--- src/rtl/vga_pkg.sv ---
// Shared types and colour constants for the VGA output stage.
package vga_pkg;

    typedef enum logic [1:0] {
        MODE_GRID   = 2'd0,
        MODE_BARS   = 2'd1,
        MODE_STREAM = 2'd2,
        MODE_SOLID  = 2'd3
    } mode_t;

    typedef enum logic {
        ST_WAIT_SOF = 1'b0,
        ST_RUN      = 1'b1
    } sstate_t;

    localparam logic [23:0] WHITE = 24'hFFFFFF;
    localparam logic [23:0] BLACK = 24'h000000;

    // Index 0 is the leftmost bar: white, yellow, cyan, green, magenta, red, blue, black.
    localparam logic [7:0][23:0] BAR_LUT = {
        BLACK, 24'h0000FF, 24'hFF0000, 24'hFF00FF,
        24'h00FF00, 24'h00FFFF, 24'hFFFF00, WHITE
    };

endpackage

--- src/rtl/vga_timing.sv ---
// Raster counters for the VGA output stage plus combinational decode of
// sync pulses, active area, active-pixel coordinates and the frame origin.
module vga_timing #(
    parameter int HDISP  = 800,
    parameter int VDISP  = 480,
    parameter int HFP    = 40,
    parameter int HPULSE = 48,
    parameter int HBP    = 40,
    parameter int VFP    = 12,
    parameter int VPULSE = 3,
    parameter int VBP    = 40
) (
    input  logic                     i_clk,
    input  logic                     i_rst,
    output logic                     o_hs_act,
    output logic                     o_vs_act,
    output logic                     o_active,
    output logic [$clog2(HDISP)-1:0] o_cx,
    output logic [$clog2(VDISP)-1:0] o_cy,
    output logic                     o_sof_pos
);
    localparam int HSUP   = HFP + HPULSE + HBP;
    localparam int VSUP   = VFP + VPULSE + VBP;
    localparam int HTOTAL = HSUP + HDISP;
    localparam int VTOTAL = VSUP + VDISP;
    localparam int HW     = $clog2(HTOTAL);
    localparam int VW     = $clog2(VTOTAL);
    localparam int XW     = $clog2(HDISP);
    localparam int YW     = $clog2(VDISP);

    logic [HW-1:0] r_h;
    logic [VW-1:0] r_v;
    logic          w_h_last;
    logic          w_v_last;

    assign w_h_last = (r_h == HW'(HTOTAL - 1));
    assign w_v_last = (r_v == VW'(VTOTAL - 1));

    always_ff @(posedge i_clk) begin
        if (i_rst) begin
            r_h <= '0;
            r_v <= '0;
        end else if (w_h_last) begin
            r_h <= '0;
            r_v <= w_v_last ? '0 : r_v + VW'(1);
        end else begin
            r_h <= r_h + HW'(1);
        end
    end

    // Blanking sits in front of the active area, so coordinates are plain offsets.
    assign o_hs_act  = (r_h >= HW'(HFP)) && (r_h < HW'(HFP + HPULSE));
    assign o_vs_act  = (r_v >= VW'(VFP)) && (r_v < VW'(VFP + VPULSE));
    assign o_active  = (r_h >= HW'(HSUP)) && (r_v >= VW'(VSUP));
    assign o_cx      = XW'(r_h - HW'(HSUP));
    assign o_cy      = YW'(r_v - VW'(VSUP));
    assign o_sof_pos = (r_h == '0) && (r_v == '0);

endmodule

--- src/rtl/vga_stream_out.sv ---
// VGA output stage: self-generated timing, pixel source selection (grid, bars,
// solid, or a valid/ready stream with SOF realignment) and registered outputs.
module vga_stream_out
    import vga_pkg::*;
#(
    parameter int          HDISP     = 800,
    parameter int          VDISP     = 480,
    parameter int          HFP       = 40,
    parameter int          HPULSE    = 48,
    parameter int          HBP       = 40,
    parameter int          VFP       = 12,
    parameter int          VPULSE    = 3,
    parameter int          VBP       = 40,
    parameter bit          HS_POL    = 1'b0,
    parameter bit          VS_POL    = 1'b0,
    parameter int          GRID      = 16,
    parameter logic [23:0] UFLOW_RGB = 24'hFF0000
) (
    input  logic                     pixel_clk,
    input  logic                     pixel_rst,
    input  logic [1:0]               mode,
    input  logic [23:0]              solid_rgb,
    input  logic [23:0]              pix_data,
    input  logic                     pix_sof,
    input  logic                     pix_valid,
    output logic                     pix_ready,
    output logic                     hs,
    output logic                     vs,
    output logic                     blank,
    output logic [23:0]              rgb,
    output logic [$clog2(HDISP)-1:0] x,
    output logic [$clog2(VDISP)-1:0] y,
    output logic                     frame_start,
    output logic                     underflow,
    input  logic                     underflow_clr
);
    localparam int XW = $clog2(HDISP);
    localparam int YW = $clog2(VDISP);

    logic          w_hs_act;
    logic          w_vs_act;
    logic          w_active;
    logic [XW-1:0] w_cx;
    logic [YW-1:0] w_cy;
    logic          w_sof_pos;
    logic          w_origin;
    logic          w_grid_line;
    logic          w_ready;
    logic          w_uf_set;
    logic [23:0]   w_stream_rgb;
    logic [23:0]   w_pix;
    sstate_t       w_state_nxt;

    mode_t         r_mode_q;
    sstate_t       r_state;
    logic          r_hs;
    logic          r_vs;
    logic          r_blank;
    logic [23:0]   r_rgb;
    logic [XW-1:0] r_x;
    logic [YW-1:0] r_y;
    logic          r_frame_start;
    logic          r_underflow;

    vga_timing #(
        .HDISP  (HDISP),
        .VDISP  (VDISP),
        .HFP    (HFP),
        .HPULSE (HPULSE),
        .HBP    (HBP),
        .VFP    (VFP),
        .VPULSE (VPULSE),
        .VBP    (VBP)
    ) u_timing (
        .i_clk     (pixel_clk),
        .i_rst     (pixel_rst),
        .o_hs_act  (w_hs_act),
        .o_vs_act  (w_vs_act),
        .o_active  (w_active),
        .o_cx      (w_cx),
        .o_cy      (w_cy),
        .o_sof_pos (w_sof_pos)
    );

    // Bar k starts where cx*8 >= k*HDISP; the thresholds are constants so no divider is built.
    function automatic logic [2:0] bar_index(input logic [XW-1:0] cx);
        logic [XW+2:0] cx8;
        logic [2:0]    idx;
        cx8 = {cx, 3'b000};
        idx = 3'd0;
        for (int k = 1; k < 8; k++) begin
            if (cx8 >= (XW+3)'(k * HDISP)) begin
                idx = 3'(k);
            end
        end
        return idx;
    endfunction

    assign w_origin    = (w_cx == '0) && (w_cy == '0);
    assign w_grid_line = ((w_cx & XW'(GRID - 1)) == '0) || ((w_cy & YW'(GRID - 1)) == '0);

    always_comb begin
        w_ready      = 1'b0;
        w_stream_rgb = BLACK;
        w_uf_set     = 1'b0;
        w_state_nxt  = r_state;
        if (r_mode_q != MODE_STREAM) begin
            w_state_nxt = ST_WAIT_SOF;
        end else if (r_state == ST_WAIT_SOF) begin
            // Drain stale words; an SOF word waits here until the frame origin comes round.
            if (pix_valid && !pix_sof) begin
                w_ready = 1'b1;
            end else if (pix_valid && pix_sof && w_active && w_origin) begin
                w_ready      = 1'b1;
                w_stream_rgb = pix_data;
                w_state_nxt  = ST_RUN;
            end
        end else if (w_active) begin
            if (!pix_valid) begin
                w_ready      = 1'b1;
                w_stream_rgb = UFLOW_RGB;
                w_uf_set     = 1'b1;
                w_state_nxt  = ST_WAIT_SOF;
            end else if (pix_sof && !w_origin) begin
                w_stream_rgb = UFLOW_RGB;
                w_uf_set     = 1'b1;
                w_state_nxt  = ST_WAIT_SOF;
            end else begin
                w_ready      = 1'b1;
                w_stream_rgb = pix_data;
            end
        end
        if (pixel_rst) begin
            w_ready = 1'b0;
        end
    end

    always_comb begin
        w_pix = BLACK;
        if (w_active) begin
            case (r_mode_q)
                MODE_GRID:   w_pix = w_grid_line ? WHITE : BLACK;
                MODE_BARS:   w_pix = BAR_LUT[bar_index(w_cx)];
                MODE_STREAM: w_pix = w_stream_rgb;
                MODE_SOLID:  w_pix = solid_rgb;
                default:     w_pix = BLACK;
            endcase
        end
    end

    always_ff @(posedge pixel_clk) begin
        if (pixel_rst) begin
            r_mode_q <= mode_t'(mode);
            r_state  <= ST_WAIT_SOF;
        end else begin
            if (w_sof_pos) begin
                r_mode_q <= mode_t'(mode);
            end
            r_state <= w_state_nxt;
        end
    end

    // Output stage: everything is one cycle behind the counters and mutually aligned.
    always_ff @(posedge pixel_clk) begin
        if (pixel_rst) begin
            r_hs          <= !HS_POL;
            r_vs          <= !VS_POL;
            r_blank       <= 1'b0;
            r_rgb         <= BLACK;
            r_x           <= '0;
            r_y           <= '0;
            r_frame_start <= 1'b0;
            r_underflow   <= 1'b0;
        end else begin
            r_hs          <= w_hs_act ? HS_POL : !HS_POL;
            r_vs          <= w_vs_act ? VS_POL : !VS_POL;
            r_blank       <= w_active;
            r_rgb         <= w_pix;
            r_frame_start <= w_sof_pos;
            if (w_active) begin
                r_x <= w_cx;
                r_y <= w_cy;
            end
            if (w_uf_set) begin
                r_underflow <= 1'b1;
            end else if (underflow_clr) begin
                r_underflow <= 1'b0;
            end
        end
    end

    assign pix_ready   = w_ready;
    assign hs          = r_hs;
    assign vs          = r_vs;
    assign blank       = r_blank;
    assign rgb         = r_rgb;
    assign x           = r_x;
    assign y           = r_y;
    assign frame_start = r_frame_start;
    assign underflow   = r_underflow;

endmodule
--- config.mk ---
export PLATFORM = sky130hd
export DESIGN_NAME = vga_stream_out
export DESIGN_NICKNAME = d
export VERILOG_FILES = /design/src/rtl/vga_pkg.sv /design/src/rtl/vga_timing.sv /design/src/rtl/vga_stream_out.sv
export SDC_FILE = /design/constraint.sdc
export NUM_CORES = 1
export LEC_CHECK = 0
export CAP_MARGIN = 25
export CORE_AREA = 4 4 87 89
export CTS_CLUSTER_DIAMETER = 80
export DETAILED_ROUTE_END_ITERATION = 12
export DIE_AREA = 0 0 91 93
export PLACE_DENSITY = 0.94
export SLEW_MARGIN = 30
export SYNTH_ARGS = -nofsm -noshare
export SYNTH_HDL_FRONTEND = slang
export SYNTH_SLANG_ARGS = --single-unit
--- constraint.sdc ---
create_clock -name pixel_clk -period 4.7 [get_ports pixel_clk]
set_clock_uncertainty 0.05 [all_clocks]
set_input_delay 0.705 -clock pixel_clk [delete_from_list [all_inputs] [get_ports pixel_clk]]
set_output_delay 0.705 -clock pixel_clk [all_outputs]
set_load 0.005 [all_outputs]
==> summary.json <==
{
  "status": "completed",
  "worstPathCellList": "inv_1, ha_1, nand2_1, nor3_1, and4bb_4, nand3_1, a21o_1, a221oi_1, clkdlybuf4s50_1",
  "synth_most_common_cell": "sky130_fd_sc_hd__dfxtp_1",
  "finalSetupTns_ps": 0,
  "rows": 30,
  "ys_ff_latch": 71,
  "cts_resized": 0,
  "grt_antenna_before_repair": 0,
  "vias_in_the_first_global_route": 3054,
  "timing.critical_path.slowest_cell_delay_ps": 620,
  "avgSynthCellArea_um2": 8.700,
  "holdCritPathClass": "flip-flop to flip-flop",
  "maxClockFrequency_ghz": 0.2402,
  "drt-pass1-iter-count": 5,
  "placer_s_final_routability_congestion_estimate": 0.9576,
  "routed_wl_um": 9352,
  "initial_core_util_pct": 49.70,
  "drcViolationCount": 0,
  "cts_hold_buf": 0,
  "routed_via_density": 5.817,
  "post-dp-hpwl_um": 6628,
  "die-height_um": 93,
  "yosys.area.top_type_share_pct": 41.13,
  "synth_largest_area_cell": "sky130_fd_sc_hd__dfxtp_1",
  "cts_buffers": 9,
  "cpMaxStageDelayCell": "sky130_fd_sc_hd__dfxtp_1",
  "place.port_buffers": 103,
  "dieWidth_um": 91,
  "global_route.overflow_total": 0,
  "worstPathMaxFanout": 14,
  "ctsHtreeMaxLevel": 3,
  "timing.critical_path.from_type": "flip-flop",
  "crit_type": "flip-flop to output pin",
  "clock_latency_on_the_worst_skew_pair_ps": 360,
  "synth.mux.area_fraction_pct": 0,
  "clock_sink_count": 71,
  "final_period_minus_worst_setup_slack_ps": 4164,
  "critPathTopFamily": "buffers and inverters",
  "n_antenna_cell": 0,
  "crit_arrival_ps": 3410,
  "synthTopCellsByArea": "sky130_fd_sc_hd__dfxtp_1 41%, sky130_fd_sc_hd__a21oi_1 5.4%, sky130_fd_sc_hd__nand2_1 4.7%, sky130_fd_sc_hd__nor2_1 3.9%, sky130_fd_sc_hd__xor2_1 3.7%",
  "postSynthNetCount": 449,
  "power.leakage_uw": 0.001629,
  "final-setup-viol-count": 0,
  "final_cell_count_no_fill": 556,
  "synth_top_family_by_area": "compound AO/OA/AOI/OAI gates",
  "tritoncts": "built",
  "grt_start_max_net_pins": 30,
  "synth_cell_types": 62,
  "syn_area_um2": 3358,
  "core_area_um2": 6756,
  "via_count": 3234,
  "post_cts.repair.setup_buffers": 0,
  "syn_inst": 386,
  "finalCoreUtilization_pct": 67.74,
  "post-route-period-util_pct": 88.60,
  "clk_path_buf_depth": 2,
  "final.fill_count": 530,
  "slew_headroom_pct": 46.25,
  "final-max-slew-violation-count": 0,
  "synthXorXnorAreaFrac_pct": 5.216,
  "global_route.usage.total_pct": 22.37,
  "io-pin-count": 104,
  "crit_end_category": "output pin",
  "wl_per_cell_um": 16.82,
  "first_pass_grt_wire_length_um": 15240,
  "ys_warn_count": 0,
  "cap_viol_max_count": 0,
  "power.ir.vdd_worst_uv": 169.3,
  "pwr_density_cell_nw_per_um2": 275.3,
  "antenna_left": 0,
  "rsz0062_at_grt": "false",
  "final_layout_size_suffix_gt1_share_pct": 6.092,
  "asyncSetResetFlopFracSynth_pct": 0,
  "die-area_um2": 8463,
  "critical_path.n_buffers_inverters": 2,
  "synth_top_cells_by_count": "69 x sky130_fd_sc_hd__dfxtp_1, 42 x sky130_fd_sc_hd__nand2_1, 36 x sky130_fd_sc_hd__a21oi_1, 35 x sky130_fd_sc_hd__nor2_1",
  "worst_ep_required_time_ps": 3940,
  "clock-root-buffer": "sky130_fd_sc_hd__clkbuf_8",
  "synth_compound_area_share_pct": 22.65,
  "place_inst": 540,
  "ys_seq_area_share_pct": 42.92,
  "synth_edf_count": 2,
  "ys_dominant_reg_cell": "sky130_fd_sc_hd__dfxtp_1",
  "path_clk_slew_ps": 80,
  "final_nets": 534,
  "syn_to_final_growth_pct": 36.29,
  "first_iter_violations": 309,
  "timing_worst_slew_pin_value_ps": 799.6,
  "synth_adder_area_share_pct": 2.981,
  "synthSimpleGateAreaFrac_pct": 20.75,
  "finalHoldViolations": 0
}
-- cell usage in the layout (no fill, tap or decap), drive strengths merged, types with 10 or more instances in the layout --
master	instances
o21ai	12
clkbuf	10
xor2	14
clkdlybuf4s50	103
dfxtp	69
inv	13
nand2	42
a21oi	38
nor2	35
o22ai	11
-- sequential cells by signal, summed over array words and instances, names as in the netlist --
signal and count:
blank 1, frame_start 1, hs 1, r_mode_q 2, r_state 1, rgb 24, u_timing.r_h 10, u_timing.r_v 10
underflow 1, vs 1, x 10, y 9
-- where the power goes --
part           internal [uW]  switching, uW
combinational           59.0           40.8
sequential               609           5.83
clock                    303            242
total                    971            289
-- per-layer routing --
layer	part of all wire, %	vias up	track usage, %	wire length, um
met3	6.6	22	4.747	619
li1	-	1550	-	-
met5	0	-	0	0
met4	2.1	0	8.668	196
met1	39	1514	26.87	3693
met2	52	148	39.18	4843
-- worst paths after layout --
kind	startpoint	endpoint	slack [ps]	cells past startpoint
max reg2reg	u_timing.r_h[7]	rgb[2]	1810	8
min	x[1]	x[1]	410	2
max	u_timing.r_h[7]	pix_ready	540	9
min reg2reg	x[1]	x[1]	410	2
-- kinds of logic (layout without fill, tap and decap cells) --
family	Yosys count	count (layout)
flip-flops	71	71
adder cells (fa/ha/maj)	8	8
buffers and inverters	41	131
XOR/XNOR	20	20
AND/OR/NAND/NOR	135	135
AO/OA/AOI/OAI	111	111
-- worst reg2reg max path, delay by kind of cell (launching register included) --
| family | cells | cell delay (ps) |
|---|---|---|
| flip-flops | 1 | 620 |
| AO/OA/AOI/OAI | 2 | 740 |
| adder cells (fa/ha/maj) | 1 | 460 |
| AND/OR/NAND/NOR | 4 | 800 |
| buffers and inverters | 1 | 160 |
-- stage by stage --
step	cell area (um2)	setup slack [ps]	hold slack [ps]	power, uW
floorplan	3358	1776	396.5	669.7
CTS	4577	635.0	410.8	1266
global route	4577	360.6	424.1	1307
detailed placement	4358	1047	400.2	727.4
global placement	4358	1135	396.0	725.4
finish	4577	536.0	407.4	1260
-- cell type report --
class | instances | area [um2] | share of cell area, %
Timing Repair Buffer | 105 | 1046 | 22.85
Inverter | 10 | 37.54 | 0.8201
Clock buffer | 10 | 127.6 | 2.788
Clock inverter | 6 | 91.34 | 1.996
Multi-Input combinational cell | 274 | 1733 | 37.86
Sequential cell | 71 | 1441 | 31.49
Tap cell | 80 | 100.1 | 2.187
No activity file was read; power rests on OpenSTA's default activity.
